<file path="src/rtl/decode.sv">
// RV32I subset decoder: register fields, sign-extended immediate and control bundle.
// Latency 0 (REG_OUT=0) or 1 cycle (REG_OUT=1); no backpressure, accepts a word every cycle.
module decode #(
    parameter int REG_OUT = 0
) (
    input  logic        clk,
    input  logic        reset,
    input  logic [31:0] instruction_in,
    output logic [4:0]  rs1_addr_out,
    output logic [4:0]  rs2_addr_out,
    output logic [4:0]  rd_addr_out,
    output logic [31:0] immediate_out,
    output logic        ALUSrc_out,
    output logic [2:0]  ALUOp_out,
    output logic        Branch_en_out,
    output logic        Jump_en_out,
    output logic        MemRead_out,
    output logic        MemWrite_out,
    output logic        RegWrite_out,
    output logic        MemToReg_out
);

    typedef struct packed {
        logic [4:0]  rs1;
        logic [4:0]  rs2;
        logic [4:0]  rd;
        logic [31:0] imm;
        logic        alu_src;
        logic [2:0]  alu_op;
        logic        branch;
        logic        jump;
        logic        mem_read;
        logic        mem_write;
        logic        reg_write;
        logic        mem_to_reg;
    } ctrl_t;

    localparam logic [6:0] OP_R    = 7'b0110011;
    localparam logic [6:0] OP_IALU = 7'b0010011;
    localparam logic [6:0] OP_LOAD = 7'b0000011;
    localparam logic [6:0] OP_ST   = 7'b0100011;
    localparam logic [6:0] OP_BR   = 7'b1100011;
    localparam logic [6:0] OP_JALR = 7'b1100111;
    localparam logic [6:0] OP_LUI  = 7'b0110111;

    localparam ctrl_t NOP_BUNDLE = '{rs1: 5'd0, rs2: 5'd0, rd: 5'd0, imm: 32'd0,
                                     alu_src: 1'b0, alu_op: 3'b111, branch: 1'b0,
                                     jump: 1'b0, mem_read: 1'b0, mem_write: 1'b0,
                                     reg_write: 1'b0, mem_to_reg: 1'b0};

    logic [31:0] imm_i;
    logic [31:0] imm_s;
    logic [31:0] imm_b;
    logic [31:0] imm_u;
    ctrl_t       dec_d;
    ctrl_t       dec_out;

    assign imm_i = {{20{instruction_in[31]}}, instruction_in[31:20]};
    assign imm_s = {{20{instruction_in[31]}}, instruction_in[31:25], instruction_in[11:7]};
    assign imm_b = {{19{instruction_in[31]}}, instruction_in[31], instruction_in[7],
                    instruction_in[30:25], instruction_in[11:8], 1'b0};
    assign imm_u = {instruction_in[31:12], 12'd0};

    always_comb begin
        dec_d = NOP_BUNDLE;
        case (instruction_in[6:0])
            OP_R: begin
                dec_d.rs1       = instruction_in[19:15];
                dec_d.rs2       = instruction_in[24:20];
                dec_d.rd        = instruction_in[11:7];
                dec_d.alu_op    = 3'b001;
                dec_d.reg_write = 1'b1;
            end
            OP_IALU: begin
                dec_d.rs1       = instruction_in[19:15];
                dec_d.rd        = instruction_in[11:7];
                dec_d.imm       = imm_i;
                dec_d.alu_src   = 1'b1;
                dec_d.alu_op    = 3'b010;
                dec_d.reg_write = 1'b1;
            end
            OP_LOAD: begin
                dec_d.rs1        = instruction_in[19:15];
                dec_d.rd         = instruction_in[11:7];
                dec_d.imm        = imm_i;
                dec_d.alu_src    = 1'b1;
                dec_d.alu_op     = 3'b000;
                dec_d.mem_read   = 1'b1;
                dec_d.reg_write  = 1'b1;
                dec_d.mem_to_reg = 1'b1;
            end
            OP_ST: begin
                dec_d.rs1       = instruction_in[19:15];
                dec_d.rs2       = instruction_in[24:20];
                dec_d.imm       = imm_s;
                dec_d.alu_src   = 1'b1;
                dec_d.alu_op    = 3'b000;
                dec_d.mem_write = 1'b1;
            end
            OP_BR: begin
                dec_d.rs1    = instruction_in[19:15];
                dec_d.rs2    = instruction_in[24:20];
                dec_d.imm    = imm_b;
                dec_d.alu_op = 3'b011;
                dec_d.branch = 1'b1;
            end
            OP_JALR: begin
                dec_d.rs1       = instruction_in[19:15];
                dec_d.rd        = instruction_in[11:7];
                dec_d.imm       = imm_i;
                dec_d.alu_src   = 1'b1;
                dec_d.alu_op    = 3'b101;
                dec_d.jump      = 1'b1;
                dec_d.reg_write = 1'b1;
            end
            OP_LUI: begin
                dec_d.rd        = instruction_in[11:7];
                dec_d.imm       = imm_u;
                dec_d.alu_op    = 3'b100;
                dec_d.reg_write = 1'b1;
            end
            default: ;
        endcase
    end

    generate
        if (REG_OUT != 0) begin : g_reg
            ctrl_t dec_q;
            always_ff @(posedge clk or posedge reset) begin
                if (reset) dec_q <= NOP_BUNDLE;
                else       dec_q <= dec_d;
            end
            assign dec_out = dec_q;
        end else begin : g_comb
            // clk/reset are intentionally unused in the combinational build
            logic unused_clk_rst;
            assign unused_clk_rst = clk ^ reset;
            assign dec_out = dec_d;
        end
    endgenerate

    assign rs1_addr_out  = dec_out.rs1;
    assign rs2_addr_out  = dec_out.rs2;
    assign rd_addr_out   = dec_out.rd;
    assign immediate_out = dec_out.imm;
    assign ALUSrc_out    = dec_out.alu_src;
    assign ALUOp_out     = dec_out.alu_op;
    assign Branch_en_out = dec_out.branch;
    assign Jump_en_out   = dec_out.jump;
    assign MemRead_out   = dec_out.mem_read;
    assign MemWrite_out  = dec_out.mem_write;
    assign RegWrite_out  = dec_out.reg_write;
    assign MemToReg_out  = dec_out.mem_to_reg;

endmodule

</file>
<file path="config.mk">
export PLATFORM = sky130hd
export DESIGN_NAME = decode
export DESIGN_NICKNAME = d
export VERILOG_FILES = /design/src/rtl/decode.sv
export SDC_FILE = /design/constraint.sdc
export NUM_CORES = 1
export LEC_CHECK = 0
export BUFFER_PORTS_ARGS = -buffer_cell sky130_fd_sc_hd__buf_2
export CORE_MARGIN = 2
export CORE_UTILIZATION = 32
export DETAILED_ROUTE_END_ITERATION = 12
export PLACE_DENSITY = 0.8
export SYNTH_ARGS = -nofsm -noshare
export SYNTH_HDL_FRONTEND = slang
export SYNTH_SLANG_ARGS = --single-unit
</file>
<file path="constraint.sdc">
create_clock -name vclk -period 2.25
set_input_delay 0.5625 -clock vclk [all_inputs]
set_output_delay 0.5625 -clock vclk [all_outputs]
set_load 0.02 [all_outputs]
</file>
==> out/results.ini, run 1 <==
[pwr]
peakVddDrop_uv = 109
power_uw = 291
power_density_nw_per_um2 = 137
p_leak_nw = 0.932

[sta]
hold_violations = 0
period_share_pct = 111
max_freq_mhz = 400
rsz0062_at_grt = yes
slew-limit-headroom_pct = 79.3
max_slew.worst_pin.slew_ps = 308
min_period_ps = 2500
final.setup.worst_slack_ps = -252
slew_violations = 0
setup_viol_count_final = 47

[final_layout]
syn_to_final_growth_pct = 169
nFlopsAndLatches = 0
fin_util_pct = 93.2
final_nets = 277
drive_gt1_share_pct = 73.9
fin_area_um2 = 2120
n_clock_buffer = 0
fin_cells = 269
regArea_um2 = 0
diodes = 0

[drt]
viasPerCell = 5.86
routedWlPerCell_um = 20.2
dr.pass1.iters = 4
num_vias = 1576
antenna_left = 0
drtIter0Drc = 61
drc = 0
drt-total-wl_um = 5430

[yosys]
synth_warnings = 0
avgSynthCellArea_um2 = 5.98
synth_common_cells = nand2_1, a21oi_1, and2_1
yosysMostFrequentCell = nand2_1
ys_seq_area_share_pct = 0
synth_cell_types = 35
synth_nets = 166
netlist_instances = 132
syn_area_um2 = 790
synth_largest_area_cell = and2_1
yosys-top-cells-area = and2_1, nand2_1, a21oi_1, a21oi_2, clkbuf_1
synth_top_area_share_pct = 13.5

[die]
std_cell_rows = 17
ios = 91
start_util_pct = 34.7
die_y_um = 53.7
dieArea_um2 = 2880
die_x_um = 53.7
core_area_um2 = 2280

[critical_path]
cp_top_family = simple AND/OR/NAND/NOR gates
worstSetupPathType = in -> out
cp_common_cell = buf_6
critPathLaunchType = input pin
worstPathArrival_ps = 1940
max_stage_delay_ps = 630
crit_path_end_kind = primary output
slowest_stage = or4b_4
worst-path-buf-inv = 3
path_max_fanout = 9
path_cells = buf_6 -> and2_4 -> or4b_4 -> buf_16 -> a21oi_4 -> buf_6
crit_required_ps = 1690

[global_route]
antenna_found_initial = 0
grt_pass1_vias = 1349
gr-total-overflow = 0
grt_pass1_wl_um = 5930
grt_max_degree = 17
grt_use_total_pct = 27.3

[place]
place_congestion = 0.754
hpwl_um = 2630
dp.cells = 255
io_buffers = 89
place_area_um2 = 1480
place_ws_ps = -228

[job]
drv_cap = 0

[hold_path]
min_path_type = in -> out

[outcome]
violations = negative setup slack
status = complete, but fails checks

## layout make-up
class	instances	area, um2
Timing Repair Buffer	124	1100
Tap cell	28	35.0
Multi-Input combinational cell	116	985
Fill cell	80	155
Inverter	1	3.75
## cells in the final DEF (no fill, tap or decap), drive strengths merged, types with 2 or more instances in the layout
cell type / n
nor3: 5
nor2b: 3
a22o: 4
nor2: 3
nand2: 28
buf: 124
o21ai: 4
a21oi: 28
and2: 18
nand3b: 2
or3: 2
and3b: 2
## path summary, 6_finish.rpt
path,startpoint,to,slack [ps],depth (start not counted)
setup / recovery,instruction_in[4],immediate_out[15],-250,6
hold / removal,instruction_in[21],rs2_addr_out[1],1460,3
## timing repair
action | in CTS | in global routing
hold buffers | 0 | 0
resized for setup | 48 | 99
setup buffers | 2 | 10
gates cloned | 2 | 0
pin swaps | 3 | 26
setup endpoints to repair | 47 | 53
## per-layer routing
layer  routed length (um)  up-vias  global-route usage (%)
met4                  363        0                    11.1
met5                    0        -                       0
li1                     -      685                       -
met2                 2820      113                    55.3
met1                 1890      746                    26.4
met3                  354       32                    4.44
## cell families (layout without fill, tap and decap cells)
logic type / after synthesis / count (layout) / share of synthesized area [%]
compound gates: 42 / 42 / 35.7
mux: 1 / 1 / 1.27
buf+inv: 16 / 125 / 12.0
simple gates: 72 / 72 / 49.9
xor+xnor: 1 / 1 / 1.11
## through the flow
stage          hold slack [ps]  setup TNS (ps)
2_1_floorplan             1250           -1670
3_3_place_gp              1450           -5620
3_5_place_dp              1460           -6820
4_1_cts                   1460           -4890
5_1_grt                   1470           -7980
6_report                  1460           -6090
## power by group
| group | switching, mW | leakage [nW] | internal (mW) | total, mW |
|---|---|---|---|---|
| logic | 0.155 | 0.932 | 0.136 | 0.291 |
| clock network | 0 | 0 | 0 | 0 |
| registers | 0 | 0 | 0 | 0 |
| total | 0.155 | 0.932 | 0.136 | 0.291 |
(Power assumes the default switching activity.)
==> inputs of run 2 (changes only) <==
Settings changed: MAX_ROUTING_LAYER from default to met4, RECOVER_POWER from default to 100.
==> run 2 against run 1 <==
The run still ends with negative setup slack left. Critical endpoint is now immediate_out[21]. Clock-buffer cell count unchanged. Sequential share of layout area is the same. Design area shrank 0.71%. Worst hold slack lost 0.82 ps. Critical path depth is the same. Non-clock buffer count stayed put. Wire length hardly changed. First-iteration DRC count down 3.3%. Fmax barely moved. Worst setup slack lost 1.6 ps. Power is 0.90% lower.
==> out/results.ini, run 2 (same netlist as run 1, synthesis figures left out) <==
[outcome]
status = complete, but fails checks  ; unchanged
violations = negative setup slack  ; unchanged

[sta]
period_share_pct = 111  ; about the same
slew-limit-headroom_pct = 79.3  ; about the same
min_period_ps = 2500  ; about the same
rsz0062_at_grt = yes  ; unchanged
max_slew.worst_pin.slew_ps = 310  ; was 308 ps
setup_viol_count_final = 45  ; was 47
final.setup.worst_slack_ps = -254  ; was -252 ps
max_freq_mhz = 399  ; was 400 MHz
slew_violations = 0  ; unchanged
hold_violations = 0  ; unchanged

[global_route]
grt_pass1_wl_um = 5940  ; was 5930 um
gr-total-overflow = 0  ; unchanged
grt_max_degree = 17  ; unchanged
grt_pass1_vias = 1346  ; was 1349
grt_use_total_pct = 28.1  ; was 27.3%
antenna_found_initial = 0  ; unchanged

[pwr]
power_density_nw_per_um2 = 137  ; about the same
p_leak_nw = 0.926  ; was 0.932 nW
peakVddDrop_uv = 108  ; was 109 uV

[critical_path]
cp-endpoint = immediate_out[21]  ; was immediate_out[15]
slowest_stage = or4b_4  ; unchanged
critPathLaunchType = input pin  ; unchanged
worstSetupPathType = in -> out  ; unchanged
max_stage_delay_ps = 630  ; about the same
worstPathArrival_ps = 1940  ; about the same
critical_path.startpoint = instruction_in[4]  ; unchanged
crit_path_end_kind = primary output  ; unchanged
path_cells = buf_6 -> and2_4 -> or4b_4 -> buf_16 -> a21oi_2 -> buf_4  ; was buf_6 -> and2_4 -> or4b_4 -> buf_16 -> a21oi_4 -> buf_6
crit_required_ps = 1690  ; about the same
path_max_fanout = 9  ; unchanged

[hold_path]
min_path_type = in -> out  ; unchanged

[drt]
drt-total-wl_um = 5440  ; was 5430 um
dr.pass1.iters = 4  ; unchanged
drc = 0  ; unchanged
routedWlPerCell_um = 20.2  ; about the same
antenna_left = 0  ; unchanged
drtIter0Drc = 59  ; was 61
viasPerCell = 5.90  ; was 5.86
num_vias = 1588  ; was 1576

[place]
io_buffers = 89  ; unchanged
dp.cells = 255  ; unchanged
hpwl_um = 2630  ; unchanged
place_ws_ps = -228  ; unchanged
place_congestion = 0.764  ; was 0.754

[die]
die_y_um = 53.7  ; unchanged
start_util_pct = 34.7  ; unchanged
dieArea_um2 = 2880  ; unchanged
std_cell_rows = 17  ; unchanged
core_area_um2 = 2280  ; unchanged
die_x_um = 53.7  ; unchanged
ios = 91  ; unchanged

[final_layout]
regArea_um2 = 0  ; unchanged
final_common_cell = buf_6  ; unchanged
syn_to_final_growth_pct = 167  ; was 169%
n_clock_buffer = 0  ; unchanged
final_cell_mix = buf_6, buf_2, buf_4  ; unchanged
drive_gt1_share_pct = 73.9  ; unchanged
diodes = 0  ; unchanged
nFlopsAndLatches = 0  ; unchanged
final_nets = 277  ; unchanged
fin_cells = 269  ; unchanged

[clock_network]
cts_hold_buf = 0  ; unchanged

[job]
drv_cap = 0  ; unchanged

run 2: cell types whose count changed in the layout (fill, tap and decap cells not counted), sizes merged:
cell and delta:
buf -4, clkbuf +4
run 2: how the worst min path moves through the flow:
stage	slack [ps]	to	startpoint	cells past startpoint
global placement	1450	rd_addr_out[2]	instruction_in[9]	4
finish	1460	rs2_addr_out[1]	instruction_in[21]	3
CTS	1460	rd_addr_out[2]	instruction_in[9]	4
detailed placement	1460	rd_addr_out[2]	instruction_in[9]	4
floorplan	1250	rd_addr_out[0]	instruction_in[7]	2
global route	1470	rd_addr_out[3]	instruction_in[10]	4
run 2: worst max-delay path: cells and delay by family:
kind,cells,cell delay (ps)
compound gates,1,130
buf+inv,3,450
simple gates,2,790
run 2: layer usage:
layer / GRT usage, % / routed length (um) / up-vias
met5: - / 0 / -
met4: 11.1 / 359 / 0
met3: 3.89 / 363 / 32
met1: 26.9 / 1870 / 751
met2: 55.3 / 2840 / 119
li1: - / - / 686
run 2: layout make-up:
cell class	count	area, um2
inverter	1	3.75
tap	28	35.0
fill	83	170
multi-input combinational	116	985
timing repair buffer	124	1080
run 2: where the power goes:
part	switching [mW]	internal, mW	leakage (nW)
clock network	0	0	0
logic	0.154	0.134	0.926
registers	0	0	0
run 2: what timing repair did:
| action | CTS | global route |
|---|---|---|
| gates cloned | 2 | 0 |
| endpoints found under the setup margin | 47 | 53 |
| setup buffers | 2 | 10 |
| gates resized for setup | 48 | 99 |
| pin swaps | 3 | 25 |
run 2: metrics by stage:
| step | TNS (ps) | utilization (%) | power (mW) | hold WS, ps | area [um2] |
|---|---|---|---|---|---|
| after global placement | -5620 | 64.9 | 0.187 | 1450 | 1480 |
| after CTS | -4890 | 74.3 | 0.225 | 1460 | 1690 |
| after global routing | -7760 | 92.5 | 0.300 | 1470 | 2110 |
| final | -5750 | 92.5 | 0.288 | 1460 | 2110 |
| after floorplan | -1670 | - | 0.116 | 1250 | 928 |
| after detailed placement | -6820 | 64.9 | 0.191 | 1460 | 1480 |
==> inputs of run 3 (changes only) <==
Settings changed: ABC_AREA from default to 1, CORE_UTILIZATION 32 to 30.
==> run 3 against run 2 <==
The flow now finishes without violations. Wire length is 52% lower. Cell count is 1.9% higher. First-iteration DRC count is 81% lower. Sequential cell count stayed put. Combinational power is 59% lower. Critical path depth is 4 higher. Utilization is 36 points lower. Via count is 22% lower. Design area is 41% lower. Critical path type unchanged. Critical endpoint is now immediate_out[2]. Largest power group unchanged.
==> out/results.ini, run 3 <==
[outcome]
status = finished, final reports clean  ; was complete, but fails checks

[sta]
slew_violations = 0  ; unchanged
max_freq_mhz = 453  ; was 399 MHz
final.setup.worst_slack_ps = 43.9  ; was -254 ps
setup_viol_count_final = 0  ; was 45
max_slew.worst_pin.slew_ps = 277  ; was 310 ps
hold_violations = 0  ; unchanged
min_period_ps = 2210  ; was 2500 ps
slew-limit-headroom_pct = 81.5  ; was 79.3%
worst_hold_slack_ps = 1430  ; was 1460 ps
period_share_pct = 98.1  ; was 111%
rsz0062_at_grt = yes  ; unchanged

[die]
ios = 91  ; unchanged
dieArea_um2 = 2730  ; was 2880 um2
die_y_um = 52.2  ; was 53.7 um
start_util_pct = 31.6  ; was 34.7%
std_cell_rows = 17  ; unchanged
core_area_um2 = 2210  ; was 2280 um2
die_x_um = 52.2  ; was 53.7 um

[global_route]
grt_use_total_pct = 17.9  ; was 28.1%
grt_pass1_wl_um = 3880  ; was 5940 um
antenna_found_initial = 0  ; unchanged
gr-total-overflow = 0  ; unchanged
grt_max_degree = 22  ; was 17
grt_pass1_vias = 974  ; was 1346

[yosys]
synth_nets = 186  ; was 166
syn_area_um2 = 698  ; was 790 um2
yosys-top-cells-area = nand2_1, nand3_1, inv_1, nor2_1, nand3_2  ; was and2_1, nand2_1, a21oi_1, a21oi_2, clkbuf_1
synth_top_area_share_pct = 25.3  ; was 13.5%
synth_cell_types = 15  ; was 35
yosysMostFrequentCell = nand2_1  ; unchanged
netlist_instances = 152  ; was 132
synth_largest_area_cell = nand2_1  ; was and2_1
synth_common_cells = nand2_1, inv_1, nor2_1  ; was nand2_1, a21oi_1, and2_1
synth_warnings = 0  ; unchanged
avgSynthCellArea_um2 = 4.59  ; was 5.98 um2
ys_seq_area_share_pct = 0  ; unchanged

[final_layout]
final_cell_mix = buf_2, nand2_1, inv_1  ; was buf_6, buf_2, buf_4
drive_gt1_share_pct = 46.7  ; was 73.9%
nFlopsAndLatches = 0  ; unchanged
final_common_cell = buf_2  ; was buf_6
nFillCells = 257  ; was 83
fin_util_pct = 56.3  ; was 92.5%
n_clock_buffer = 0  ; unchanged
final_nets = 282  ; was 277
diodes = 0  ; unchanged
regArea_um2 = 0  ; unchanged
syn_to_final_growth_pct = 78.3  ; was 167%

[critical_path]
slowest_stage = buf_2  ; was or4b_4
worstPathArrival_ps = 1640  ; was 1940 ps
critPathLaunchType = input pin  ; unchanged
crit_required_ps = 1690  ; about the same
crit_path_end_kind = primary output  ; unchanged
path_cells = buf_2 -> inv_1 -> nand2_2 -> nor2_2 -> nand2_2 -> nand2_4 -> buf_4 -> nand2_1 -> o21ai_0 -> buf_2  ; was buf_6 -> and2_4 -> or4b_4 -> buf_16 -> a21oi_2 -> buf_4
worstSetupPathType = in -> out  ; unchanged
path_max_fanout = 5  ; was 9
max_stage_delay_ps = 190  ; was 630 ps

[drt]
antenna_left = 0  ; unchanged
routedWlPerCell_um = 9.49  ; was 20.2 um
num_vias = 1232  ; was 1588
viasPerCell = 4.50  ; was 5.90
dr.pass1.iters = 4  ; unchanged
drc = 0  ; unchanged
drtIter0Drc = 11  ; was 59
drt-total-wl_um = 2600  ; was 5440 um

[hold_path]
min_path_type = in -> out  ; unchanged
whs_endpoint = MemRead_out  ; was rs2_addr_out[1]
holdPathStages = 3  ; unchanged
min-delay-start = instruction_in[4]  ; was instruction_in[21]

[job]
drv_cap = 0  ; unchanged

[place]
io_buffers = 89  ; unchanged
place_ws_ps = -49.1  ; was -228 ps
place_congestion = 0.807  ; was 0.764
hpwl_um = 2190  ; was 2630 um

[pwr]
peakVddDrop_uv = 60.3  ; was 108 uV
p_leak_nw = 1.02  ; was 0.926 nW
power_density_nw_per_um2 = 94.5  ; was 137 nW/um2

[clock_network]
cts_hold_buf = 0  ; unchanged

## run 3: what timing repair did
| item | 4_1_cts | 5_1_grt |
|---|---|---|
| buffers inserted | 0 | 1 |
| endpoints found under the setup margin | 6 | 40 |
| pin swaps | 0 | 1 |
| resized for setup | 1 | 6 |
## run 3: critical path, delay by kind of cell
family	cells	cell delay [ps]
buffers and inverters	4	510
AND/OR/NAND/NOR	5	510
AO/OA/AOI/OAI	1	60
## run 3: kinds of logic after synthesis
| kind of cell | count (synthesis) | synth area share (%) |
|---|---|---|
| AO/OA/AOI/OAI | 7 | 5.56 |
| buffers and inverters | 39 | 24.4 |
| AND/OR/NAND/NOR | 106 | 70.1 |
## run 3: routing by layer
layer,up-vias,global-route usage (%),part of all wire (%)
met4,0,1.28,0
met3,0,0.571,8.8
met1,530,22.0,41
met5,-,-,0
met2,53,34.0,51
li1,649,-,-
## run 3: power breakdown
| group | total (mW) | leakage, nW | internal, mW | switching (mW) |
|---|---|---|---|---|
| Combinational | 0.118 | 1.02 | 0.0460 | 0.0717 |
| Sequential | 0 | 0 | 0 | 0 |
| Clock | 0 | 0 | 0 | 0 |
| Total | 0.118 | 1.02 | 0.0460 | 0.0717 |
## run 3: worst max path at each step
stage                     depth (start not counted)               end  slack, ps         startpoint
after global placement                           10    rd_addr_out[3]         -3  instruction_in[1]
final                                            10  immediate_out[2]         40  instruction_in[4]
after CTS                                         9   rs1_addr_out[3]          1  instruction_in[1]
after floorplan                                   5      ALUOp_out[0]        180  instruction_in[3]
after global routing                             10  immediate_out[2]        -40  instruction_in[3]
after detailed placement                         10    rd_addr_out[3]        -50  instruction_in[1]
## run 3: cell type report
class | instances | area [um2] | area share (%)
multi-input combinational | 113 | 557 | 44.7
timing repair buffer | 101 | 533 | 42.8
inverter | 32 | 120 | 9.65
tap | 28 | 35.0 | 2.81
## run 3: stage by stage
step / area [um2] / std cells / TNS (ps) / power, mW
after floorplan: 698 / 152 / 0 / 0.0561
after global placement: 1210 / 273 / -2.55 / 0.112
after detailed placement: 1210 / 273 / -141 / 0.114
after CTS: 1210 / 273 / 0 / 0.115
after global routing: 1240 / 274 / -222 / 0.129
final: 1240 / 274 / 0 / 0.118
